File: config.mk
export PLATFORM = sky130hd
export DESIGN_NAME = comparador_serial_di
export DESIGN_NICKNAME = d
export VERILOG_FILES = /design/src/rtl/comparador_serial_di.sv
export SDC_FILE = /design/constraint.sdc
export NUM_CORES = 1
export LEC_CHECK = 0
export ABC_CLOCK_PERIOD_IN_PS = 1750
export CAP_MARGIN = 10
export CORE_UTILIZATION = 55
export CTS_CLUSTER_SIZE = 30
export DETAILED_ROUTE_END_ITERATION = 8
export DONT_BUFFER_PORTS = 1
export GPL_ROUTABILITY_DRIVEN = 1
export PLACE_DENSITY = 0.73
export SLEW_MARGIN = 5
export SYNTH_ARGS = -nofsm -noshare
export SYNTH_HDL_FRONTEND = slang
export SYNTH_SLANG_ARGS = --single-unit
File: constraint.sdc
create_clock -name clk -period 1.75 [get_ports clk]
set_input_delay 0.0875 -clock clk [delete_from_list [all_inputs] [get_ports clk]]
set_output_delay 0.0875 -clock clk [all_outputs]
set_load 0.02 [all_outputs]
File: src/rtl/comparador_serial_di.sv
// Bit-serial MSB-first magnitude comparator: one bit per clock, stops at the first
// differing bit and reports A>B / A<B / A==B with the index of the deciding bit.
module comparador_serial_di #(
    parameter  int K  = 5,
    localparam int CW = (K > 1) ? $clog2(K) : 1
) (
    input  logic          clk,
    input  logic          rst_n,
    input  logic          start,
    input  logic [K-1:0]  A,
    input  logic [K-1:0]  B,
    output logic          busy,
    output logic          done,
    output logic          M,
    output logic          N,
    output logic          Z,
    output logic [CW-1:0] P
);

    typedef enum logic [1:0] {IDLE, COMPARE, DONE} state_t;

    state_t        state_q, state_d;
    logic [K-1:0]  a_sh_q, a_sh_d;
    logic [K-1:0]  b_sh_q, b_sh_d;
    logic [CW-1:0] cnt_q, cnt_d;
    logic [CW-1:0] p_q, p_d;
    logic          m_q, m_d, n_q, n_d, z_q, z_d;
    logic          busy_q, busy_d, done_q, done_d;

    always_ff @(posedge clk or negedge rst_n) begin
        if (!rst_n) begin
            state_q <= IDLE;
            a_sh_q  <= '0;
            b_sh_q  <= '0;
            cnt_q   <= '0;
            p_q     <= '0;
            m_q     <= 1'b0;
            n_q     <= 1'b0;
            z_q     <= 1'b0;
            busy_q  <= 1'b0;
            done_q  <= 1'b0;
        end else begin
            state_q <= state_d;
            a_sh_q  <= a_sh_d;
            b_sh_q  <= b_sh_d;
            cnt_q   <= cnt_d;
            p_q     <= p_d;
            m_q     <= m_d;
            n_q     <= n_d;
            z_q     <= z_d;
            busy_q  <= busy_d;
            done_q  <= done_d;
        end
    end

    // done_d is only raised on the transition into DONE, so done is a one-cycle pulse.
    always_comb begin
        state_d = state_q;
        a_sh_d  = a_sh_q;
        b_sh_d  = b_sh_q;
        cnt_d   = cnt_q;
        p_d     = p_q;
        m_d     = m_q;
        n_d     = n_q;
        z_d     = z_q;
        busy_d  = busy_q;
        done_d  = 1'b0;
        case (state_q)
            IDLE: begin
                if (start) begin
                    a_sh_d  = A;
                    b_sh_d  = B;
                    cnt_d   = CW'(K - 1);
                    p_d     = '0;
                    m_d     = 1'b0;
                    n_d     = 1'b0;
                    z_d     = 1'b0;
                    busy_d  = 1'b1;
                    state_d = COMPARE;
                end
            end
            COMPARE: begin
                if (a_sh_q[K-1] && !b_sh_q[K-1]) begin
                    m_d     = 1'b1;
                    p_d     = cnt_q;
                    done_d  = 1'b1;
                    state_d = DONE;
                end else if (!a_sh_q[K-1] && b_sh_q[K-1]) begin
                    n_d     = 1'b1;
                    p_d     = cnt_q;
                    done_d  = 1'b1;
                    state_d = DONE;
                end else if (cnt_q == '0) begin
                    z_d     = 1'b1;
                    p_d     = '0;
                    done_d  = 1'b1;
                    state_d = DONE;
                end else begin
                    a_sh_d  = a_sh_q << 1;
                    b_sh_d  = b_sh_q << 1;
                    cnt_d   = cnt_q - 1'b1;
                end
            end
            DONE: begin
                busy_d  = 1'b0;
                state_d = IDLE;
            end
            default: begin
                busy_d  = 1'b0;
                state_d = IDLE;
            end
        endcase
    end

    assign busy = busy_q;
    assign done = done_q;
    assign M    = m_q;
    assign N    = n_q;
    assign Z    = z_q;
    assign P    = p_q;

endmodule
### Word level (Yosys, flattened, before mapping)

Cells that the tools add are included.

* logic and storage cells: 76
* bits in registers: 23

* equality and inequality tests: 9
* muxes and demuxes: 41
* reduce and logical (&&, ||, !) cells: 14
* add/sub/neg operators: 1
* bitwise logic cells: 1

Operators with widths (count)
* $mux 5: 8
* $mux 3: 8
* $pmux 5 s2: 2
* $ne 2x2->1 const B: 7
* $mux 1: 12
* $pmux 3 s2: 2
* $reduce_and 5->1: 2
* $mux 2: 4
* $pmux 1 s2: 4
* $reduce_and 3->1: 2
* $ne 4x4->1 const B: 1
* $pmux 2 s2: 1
* $reduce_and 2->1: 2
* $reduce_and 4->1: 1
* $logic_not 3->1: 1
* $sub 3x1->3 const B: 1
* $eq 2x1->1 const B: 1
* $logic_and 1x1->1: 2
* $logic_not 1->1: 2
* $logic_not 2->1: 1
* $reduce_bool 2->1: 1
* $not 1->1: 1

### Depth between registers and ports, before layout

Gate-level depths: netlist of run 1.

* depth in word-level cells: 5
* depth in mapped cells: 6
* gate-level depth less buffers: 5

### Worst setup path before layout of run 1

Ideal clock, no wire load.

* kind: flip-flop to flip-flop
* from: register a_sh_q[4]
* to: register a_sh_q[3]
* library setup time: 0.149 ns
* arrival: 1.602 ns
* period minus slack after synthesis: 1.751 ns
* setup slack: -0.001 ns
* data required time: 1.601 ns
* cell stages (with the launch flop): 7
* cells stage by stage: dfrtp_1 > inv_1 > ha_1 > or4b_4 > buf_6 > o32ai_1 > a211oi_1

* word-level cells in the longest chain between the ends: 4
* elaborated cells between the ends (all ways): 6
* classes of those cells: eq/ne: 2; reduce/logical: 4

Ends and longest elaborated chain
* start: declaration: line 23 `logic [K-1:0] a_sh_q, a_sh_d;`
* start signal: assignment: line 44 `a_sh_q <= a_sh_d;`
* $logic_not 1->1: line 88 `end else if (!a_sh_q[K-1] && b_sh_q[K-1]) begin`
* $logic_and 1x1->1: line 88
* $ne 2x2->1 (no line)
* $reduce_and 5->1 (no line) *

Every way passes the cells marked *; elsewhere a longest branch is shown, timed or not.
A chain may end at the register's enable or synchronous reset.

### Final worst setup path of run 1

* from: register a_sh_q[4]
* to: register b_sh_q[1]

* word-level cells in the longest chain between the ends: 4
* elaborated cells between the ends (all ways): 6
* classes of those cells: eq/ne: 2; reduce/logical: 4

Ends and longest elaborated chain
* $logic_not 1->1: line 88
* $logic_and 1x1->1: line 88
* $ne 2x2->1 (no line)
* $reduce_and 5->1 (no line) *
* end signal: assignment: line 45 `b_sh_q <= b_sh_d;`
* end: declaration: line 24 `logic [K-1:0] b_sh_q, b_sh_d;`

Marks and branches as above.

==> run metrics, run 1 <==
status=complete, but fails checks; failing checks=setup timing; CTS Buffer Depth=2; global-route wire length before repair=5490 um; TritonCTS Buffers=3; share of cells above drive strength 1=26.9%; Int Pwr=1.63 mW; Synth Register Bits=23; post-route cell area=about 1500 um^2; Max stage delay on crit path=0.59 ns; Top-Level Pins=21; worst min-delay path category=in2reg; register area share after synthesis=43.7%; synthesized area=about 1300 um^2; P&R area growth vs syn=16.5%; Psw=approximately 1.3 mW; overall power=slightly below 3 mW; Final Hold Vio Count=0; detailed-route via count=around 1.1k; setup ws final=-0.0698 ns; # placed instances=160; Site Rows=17; Slew @ Worst Pin=1.03 ns; ranking of synthesized cells by area=dfrtp_1 (44%), o32ai_1 (11%), ha_1 (4.8%); area post-placement=1340 um^2; yosys warns=0; R2R setup slack=-0.07 ns; post-synthesis compound-gate area fraction=27.3%; vias in the first global route=1149; largest net degree at the start of global routing=24; Crit Path Max Fanout=5; fraction of the mapped netlist area in adder cells=4.75%; met2 usage=a little under half; TritonCTS clock tree=yes; Core ar.=2230 um^2; Comb pwr share=54.1%; max-slew violations=0; crit path buf inv count=2; HPWL Detailed=1990 um; Setup Skew=roughly 0.006 ns; initial antenna violation count=0; critical path's slowest cell=or4b_4; Critical Path RT=1.94 ns; critical path class=reg2reg; non-filler instance count after layout=173; post-synthesis mux area share=2.28%; Hold Crit Depth=3; final setup fails=7; CP Cell Sequence=inv_2 > ha_4 > or4b_4 > buf_6 > o32ai_2 > a211oi_1; GPL Wtd Cong=0.814; highest clock rate=around 0.55 GHz; Avg Inst Size Synth=10.0 um^2; Via density=6.32; initial DRC count=37; Final min period=1.82 ns; arrival time worst endpoint=2.01 ns; I/O Buffers=0; Root Buffer=clkbuf_4; Reg clk slew, reported paths=0.12 ns; Chip Height=50.9 um; final worst path period share=104%; synthesized net count=~150; Synth Area in Simple Gates=10.6%; dominant cell type by area after synthesis=dfrtp_1; post-layout util=68.7%; # DRC=0; Critical Path Source Type=flop; # diodes=0; die area=2590 um^2; R2R cell count=6; delay-heaviest family, CP=simple AND/OR/NAND/NOR gates; Pleak=between 0.6 and 0.7 nW; antenna viol nets, final=0; met1 Track Usage GR=39.7%; Starting Density=58.9%; Synth Instances=around 130; Clk Latency, worst-skew pair=0.31 ns; Clock Sinks=23; XOR/XNOR Fraction of Synth Area=0%; total wire length=3140 um; Stages on worst setup path=6; maximum vdd ir drop=about 1200 uV; Initial DRT Pass Iterations=4; met3 usage=6.85%; main combinational cell family by area after synthesis=compound AO/OA/AOI/OAI gates; Reg power frac=37.7%; Routed wire per std cell=around 18 um; Horiz. Die Dim=50.9 um; switching share of total power=45.1%; maxcap violations=0; Total GRT Usage=29.0%; busiest layer in global routing=met2; clock power share=8.2%; total gr overflow=0; Nets=164; CP endpoint kind=flop; H-tree lvl count=1; unique cell type count in the Yosys netlist=30; slew margin rel.=30.9%; RSZ-0062 raised after global routing=yes; Pwr Density=1930 nW/um^2; Fillers=183; post-synth top area share=43.7%
[layout make-up]
cell class              instances  area, um^2  share of cell area, %
clock buffers                   4        26.3                   1.71
inverters                      16        60.1                   3.92
multi-input cells              83         682                   44.5
flip-flops and latches         23         576                   37.5
well taps                      28        35.0                   2.28
repair buffers                 19         155                   10.1
[cells in the final DEF, fill, tap and decap left out, types with 3 or more instances in the layout]
cell / Yosys / layout
a211oi_1: 8 / 8
a21oi_1: 7 / 7
buf_4: 0 / 15
clkbuf_4: 0 / 3
dfrtp_1: 23 / 23
ha_1: 5 / 3
inv_1: 15 / 13
mux2i_1: 3 / 3
nand2_1: 4 / 4
nand2b_1: 4 / 4
nor2_1: 7 / 6
o21ai_0: 9 / 9
o32ai_1: 16 / 10
o32ai_2: 0 / 6
[worst min-delay path: stages]
cell	delay, ns
nor2_1	0.03
o21ai_0	0.15
o211ai_1	0.08
[path summary, 6_finish.rpt]
path,start,endpoint
worst min-delay path,start,cnt_q[1]
max in group asynchronous,rst_n,state_q[1]
worst max register to register,a_sh_q[4],b_sh_q[1]
worst max-delay path,a_sh_q[4],b_sh_q[1]
min in group asynchronous,rst_n,cnt_q[2]
worst min register to register,a_sh_q[0],a_sh_q[0]
[power groups by stage]
stage | Clock, mW | Combinational (mW) | Sequential (mW)
4_1_cts | 0.256 | 1.50 | 1.11
5_1_grt | 0.278 | 1.76 | 1.15
6_report | 0.243 | 1.61 | 1.12
3_3_place_gp | 0 | 1.20 | 1.08
3_5_place_dp | 0 | 1.25 | 1.09
2_1_floorplan | 0 | 1.02 | 1.03
[state kept, by name, summed over array words and instances, names as in the netlist]
register  cells
done          1
b_sh_q        5
P             3
M             1
N             1
Z             1
busy          1
state_q       2
cnt_q         3
a_sh_q        5
[through the flow]
stage / worst slack [ns] / hold slack (ns) / TNS [ns]
3_5_place_dp: -0.112 / -0.207 / -0.744
6_report: -0.0698 / 0.0830 / -0.231
4_1_cts: -0.0274 / 0.0468 / -0.0889
3_3_place_gp: -0.00860 / -0.207 / -0.0499
5_1_grt: -0.124 / 0.0716 / -0.548
2_1_floorplan: 0.0290 / -0.208 / 0
[cell families after synthesis]
group                      Yosys count
AOI/OAI and AO/OA                   50
and+or+nand+nor                     25
buffers and inverters               25
DFF                                 23
adders and majority gates            5
muxes                                3
[what timing repair did]
item / 4_1_cts / 5_1_grt
pin swaps: 4 / 0
resized for setup: 15 / 4
setup buffers: 6 / 1
setup endpoints to repair: 13 / 13
hold endpoints to repair: 25 / 0
hold buffers: 2 / 0
gates cloned: 0 / 0
[synthesized netlist by cell type, drive strengths merged]
cell type	number
dfrtp	23
o32ai	16
inv	15
o21ai	10
a211oi	8
a21oi	8
clkbuf	7
nor2	7
ha	5
nand2	4
nand2b	4
mux2i	3
a21o	2
buf	2
nor3	2
o211ai	2
o311ai	2
or3b	2
a21boi	1
clkinv	1
nand3	1
nand4	1
nand4b	1
nor2b	1
o32a	1
or2	1
or4b	1
[per-layer routing]
layer / share of wire [%] / up-vias
met3: 4.5 / 2
met2: 48 / 27
met5: 0 / -
met1: 47 / 549
li1: - / 516
met4: 0.54 / 0
Power figures use the tool's default switching activity.
==> run 2: changes to the inputs <==
CORE_UTILIZATION = 58   (was 55)
CTS_BUF_LIST = sky130_fd_sc_hd__clkbuf_8   (was default)
PLACE_DENSITY = 0.76   (was 0.73)
==> run 2 against run 1 <==
The flow still finishes with violations (setup timing). Critical path depth fell by 1. Clock power rose by 37%. Final cell count fell by 1.7%. Global-route usage fell by 3.2 points. Sequential share of layout area rose by 1.5 points. Critical endpoint is now cnt_q[2].
==> run metrics, run 2 (synthesis gave the netlist of run 1 again) <==
status=complete, but fails checks; failing checks=setup timing; Horiz. Die Dim=49.6 um; TritonCTS Buffers=3; TritonCTS clock tree=yes; die area=about 2500 um^2; Critical Path RT=1.95 ns; highest clock rate=0.571 GHz; Nets=162; Via density=6.32; R2R setup slack=-0.0003 ns; Root Buffer=clkbuf_8; maxcap violations=0; final setup fails=1; vias in the first global route=1044; largest registers=a_sh_q (5), b_sh_q (5); Slew @ Worst Pin=1.03 ns; Initial DRT Pass Iterations=4; Site Rows=16; max-slew violations=0; Starting Density=64.5%; I/O Buffers=0; Routed wire per std cell=17.3 um; arrival time worst endpoint=around 2.0 ns; Chip Height=49.6 um; CP Cell Sequence=inv_1 > ha_2 > or4b_4 > o32a_1 > a21oi_2; most frequent cells in the layout=dfrtp_1 (23), inv_1 (16), o32ai_1 (14), buf_4 (14), o21ai_0 (9); Final Hold Vio Count=0; slew margin rel.=31.4%; # DRC=0; clock power share=11.7%; critical path's slowest cell=or4b_4; Pwr Density=roughly 1900 nW/um^2; Core ar.=2040 um^2; GPL Wtd Cong=roughly 0.90; Critical Path Source Type=flop; Fillers=169; initial DRC count=28; Pleak=0.643 nW; Final min period=about 1.8 ns; RSZ-0062 raised after global routing=yes; Total GRT Usage=25.8%; total gr overflow=0; # diodes=0; setup ws final=-0.000338 ns; most common cell after layout, fill and taps aside=dfrtp_1; Reg power frac=38.5%; setup tns final=-0.000338 ns; largest net degree at the start of global routing=24; Clk Latency, worst-skew pair=0.27 ns; antenna viol nets, final=0; initial antenna violation count=0; maximum vdd ir drop=1040 uV; total wire length=2930 um; Max stage delay on crit path=0.59 ns; H-tree lvl count=1; post-layout util=72.2%; P&R area growth vs syn=12.1%; area post-placement=1350 um^2; HPWL Detailed=1950 um; share of cells above drive strength 1=around a fifth; Crit Path Max Fanout=6; post-route cell area=1480 um^2; CTS Buffer Depth=2; final worst path period share=100%; Reg clk slew, reported paths=0.08 ns; Setup Skew=0.00272 ns; overall power=2.84 mW; CP endpoint kind=flop; critical path class=reg2reg; Top-Level Pins=21; global-route wire length before repair=between 4000 and 5000 um; Comb pwr share=49.7%; Clock Sinks=23; worst min-delay path category=in2reg; switching share of total power=44.1%; detailed-route via count=about 1.1k; Int Pwr=1.59 mW; Psw=1.25 mW
run 2: changes by cell type in the layout (fill, tap and decap cells not counted), sizes merged:
cell / previous run / this run
clkbuf: 4 / 3
inv: 15 / 16
buf: 17 / 14
or4b: 1 / 2
run 2: final timing paths:
| check | depth (start not counted) | endpoint | startpoint |
|---|---|---|---|
| setup / recovery | 5 | cnt_q[2] | b_sh_q[4] |
| hold / removal | 2 | a_sh_q[3] | A[3] |
| setup reg to reg | 5 | cnt_q[2] | b_sh_q[4] |
| hold reg to reg | 1 | b_sh_q[0] | b_sh_q[0] |
| max in group asynchronous | 1 | busy | rst_n |
| min in group asynchronous | 1 | cnt_q[0] | rst_n |
run 2: metal layers:
metal	global-route usage [%]	part of all wire, %	up-vias
met5	0	0	-
met4	11.9	1.4	0
met3	4.32	6.2	5
met2	44.4	51	43
met1	31.3	42	515
li1	-	-	511
run 2: area by class of cell:
type	instances	area [um^2]	area share, %
clock buffer	3	41.3	2.80
clock inverter	1	3.75	0.254
inverter	16	60.1	4.07
multi-input combinational	84	636	43.1
sequential	23	576	39.0
tap	27	33.8	2.29
timing repair buffer	16	125	8.48
run 2: repair_timing:
action / in CTS / in global routing
resized for setup: 3 / 3
buffers inserted: 2 / 1
setup endpoints to repair: 11 / 4
pin swaps: 0 / 0
hold endpoints to repair: 25 / 0
gates cloned: 1 / 0
hold buffers: 2 / 0
run 2: worst max-delay path: cells and delay by family, from the launching register on:
kind	cells	cell delay, ns
simple gates	1	0.59
compound gates	2	0.45
flops	1	0.38
fa+ha+maj	1	0.19
buf+inv	1	0.07
run 2: per-stage QoR:
stage               hold slack (ns)  cells  worst slack (ns)
floorplan                    -0.208    131            0.0290
global placement             -0.208    160           -0.0132
detailed placement           -0.208    160           -0.0728
CTS                           0.110    169           0.00402
global route                  0.120    170           -0.0689
finish                        0.106    170         -0.000338
run 2: power groups by stage:
stage / Clock (mW) / Sequential [mW] / Combinational [mW]
2_1_floorplan: 0 / 1.03 / 1.02
3_3_place_gp: 0 / 1.08 / 1.20
3_5_place_dp: 0 / 1.10 / 1.24
4_1_cts: 0.330 / 1.09 / 1.35
5_1_grt: 0.355 / 1.13 / 1.56
6_report: 0.333 / 1.09 / 1.41
==> run 3: changes to the inputs <==
CORE_UTILIZATION = 30   (was 58)
PLACE_DENSITY = default   (was 0.76)
==> run 3 against run 2 <==
The flow still finishes with violations (setup timing). Register-to-register slack lost 0.08 ns. Clock skew is 0.0079 ns higher. Combinational power up 26%. Wire length is 18% higher. Critical path depth is 1 higher. Sequential share of layout area shrank 3.8 points. Power grew 14%. Sequential cell count unchanged. Hold slack worse by 0.092 ns. First-iteration DRC count increased to 3.6 times the previous value. Die area rose by 89%. Setup slack got worse by 0.079 ns. Critical path type unchanged. Highest routed layer unchanged.
==> run metrics, run 3 (synthesis gave the netlist of run 1 again) <==
status=complete, but fails checks; failing checks=setup timing; maximum vdd ir drop=576 uV; slew margin rel.=between 20% and 30%; # placed instances=181; highest clock rate=0.547 GHz; maxcap violations=0; final setup fails=7; worst min-delay path category=in2reg; Clock Sinks=23; vias in the first global route=1149; dpl ws=-0.0931 ns; Via density=5.61; share of cells above drive strength 1=28.3%; detailed-route via count=1093; global-route wire length before repair=5730 um; Int Pwr=1.80 mW; Setup Skew=~0.011 ns; Reg clk slew, reported paths=0.09 ns; Starting Density=a little under a third; largest registers=a_sh_q (5), b_sh_q (5); Total GRT Usage=16.5%; final worst path period share=105%; setup tns final=-0.358 ns; total wire length=3480 um; Final Hold Vio Count=0; met2 routed WL=1650 um; max-slew violations=0; post-layout util=between 30% and 40%; RSZ-0062 raised after global routing=yes; Final min period=approximately 1.8 ns; initial DRC count=102; most frequent cells in the layout=dfrtp_1 (23), inv_1 (15), buf_4 (14); Pwr Density=1980 nW/um^2; Initial DRT Pass Iterations=4; WL met1=1570 um; Chip Height=68.2 um; Comb pwr share=a little over half; wire length on met3=174 um; initial antenna violation count=0; Core ar.=4120 um^2; critical path class=reg2reg; # diodes=0; most common cell after layout, fill and taps aside=dfrtp_1; total gr overflow=0; Pleak=0.685 nW; TritonCTS Buffers=3; Nets=164; Crit Path Max Fanout=5; Critical Path Source Type=flop; P&R area growth vs syn=24.1%; Reg power frac=35.4%; clock power share=9.9%; CTS Buffer Depth=2; Critical Path RT=1.88 ns; GPL Wtd Cong=0.840; switching share of total power=44.2%; Horiz. Die Dim=around 68 um; setup ws final=-0.0794 ns; # DRC=0; I/O Buffers=0; H-tree lvl count=1; CP endpoint kind=flop; Root Buffer=clkbuf_8; antenna viol nets, final=0; TritonCTS clock tree=yes; Top-Level Pins=21; arrival time worst endpoint=just under 2 ns; non-filler instance count after layout=a little under 200; Max Used Layer=met4; Psw=between 1 and 1.5 mW; Routed wire per std cell=17.8 um; Site Rows=23; largest net degree at the start of global routing=29; Slew @ Worst Pin=1.06 ns; Clk Latency, worst-skew pair=0.26 ns; die area=4660 um^2; HPWL Detailed=2150 um
## run 3: cell count changes in the layout (fill, tap and decap cells not counted), moves of 2 or more
| cell | before | now |
|---|---|---|
| buf_6 | 0 | 3 |
| a211oi_2 | 0 | 2 |
| o32ai_4 | 0 | 3 |
| a211oi_1 | 8 | 6 |
| o32ai_2 | 2 | 4 |
| o32ai_1 | 14 | 9 |
## run 3: final cells by class
cell class / count / area (um^2)
fillers: 390 / 2480
inverters: 16 / 60.1
well taps: 50 / 62.6
repair buffers: 19 / 169
clock inverters: 1 / 3.75
clock buffers: 3 / 41.3
multi-input cells: 83 / 722
flip-flops and latches: 23 / 576
## run 3: power by group through the flow
stage	registers [mW]	clock network [mW]	logic [mW]
final	1.14	0.319	1.77
after global placement	1.09	0	1.23
after floorplan	1.03	0	1.02
after CTS	1.12	0.331	1.60
after global routing	1.18	0.359	1.92
after detailed placement	1.10	0	1.26
## run 3: path summary, 6_finish.rpt
kind / endpoint / cells after the start / slack [ns] / start
worst max-delay path: b_sh_q[2] / 6 / -0.08 / b_sh_q[4]
worst min-delay path: state_q[0] / 2 / 0.01 / start
worst max register to register: b_sh_q[2] / 6 / -0.08 / b_sh_q[4]
worst min register to register: state_q[0] / 1 / 0.59 / state_q[1]
max in group asynchronous: P[0] / 1 / 0.64 / rst_n
min in group asynchronous: busy / 1 / 0.46 / rst_n
## run 3: what timing repair did
item	CTS	global route
buffers inserted	7	2
resized for setup	18	6
gates cloned	0	0
pin swaps	2	3
endpoints found under the setup margin	11	12
endpoints found under the hold margin	23	0
hold buffers	1	0
## run 3: through the flow
stage               area (um^2)  power (mW)  hold slack (ns)
finish                     1630        3.23           0.0141
global route               1630        3.47           0.0219
CTS                        1580        3.05           0.0116
detailed placement         1380        2.36           -0.208
global placement           1380        2.32           -0.208
floorplan                  1320        2.05           -0.208
## run 3: per-layer routing
metal  vias to the layer above  track usage, %
li1                        518               -
met1                       541            22.2
met2                        28            25.5
met3                         6            3.50
met4                         0            7.03
met5                         -               0
## run 3: worst max-delay path: stages, from the launching register on
cell	delay [ns]
dfrtp_1	0.40
buf_4	0.15
ha_4	0.15
or4b_4	0.54
buf_6	0.17
o32ai_2	0.24
a211oi_2	0.05
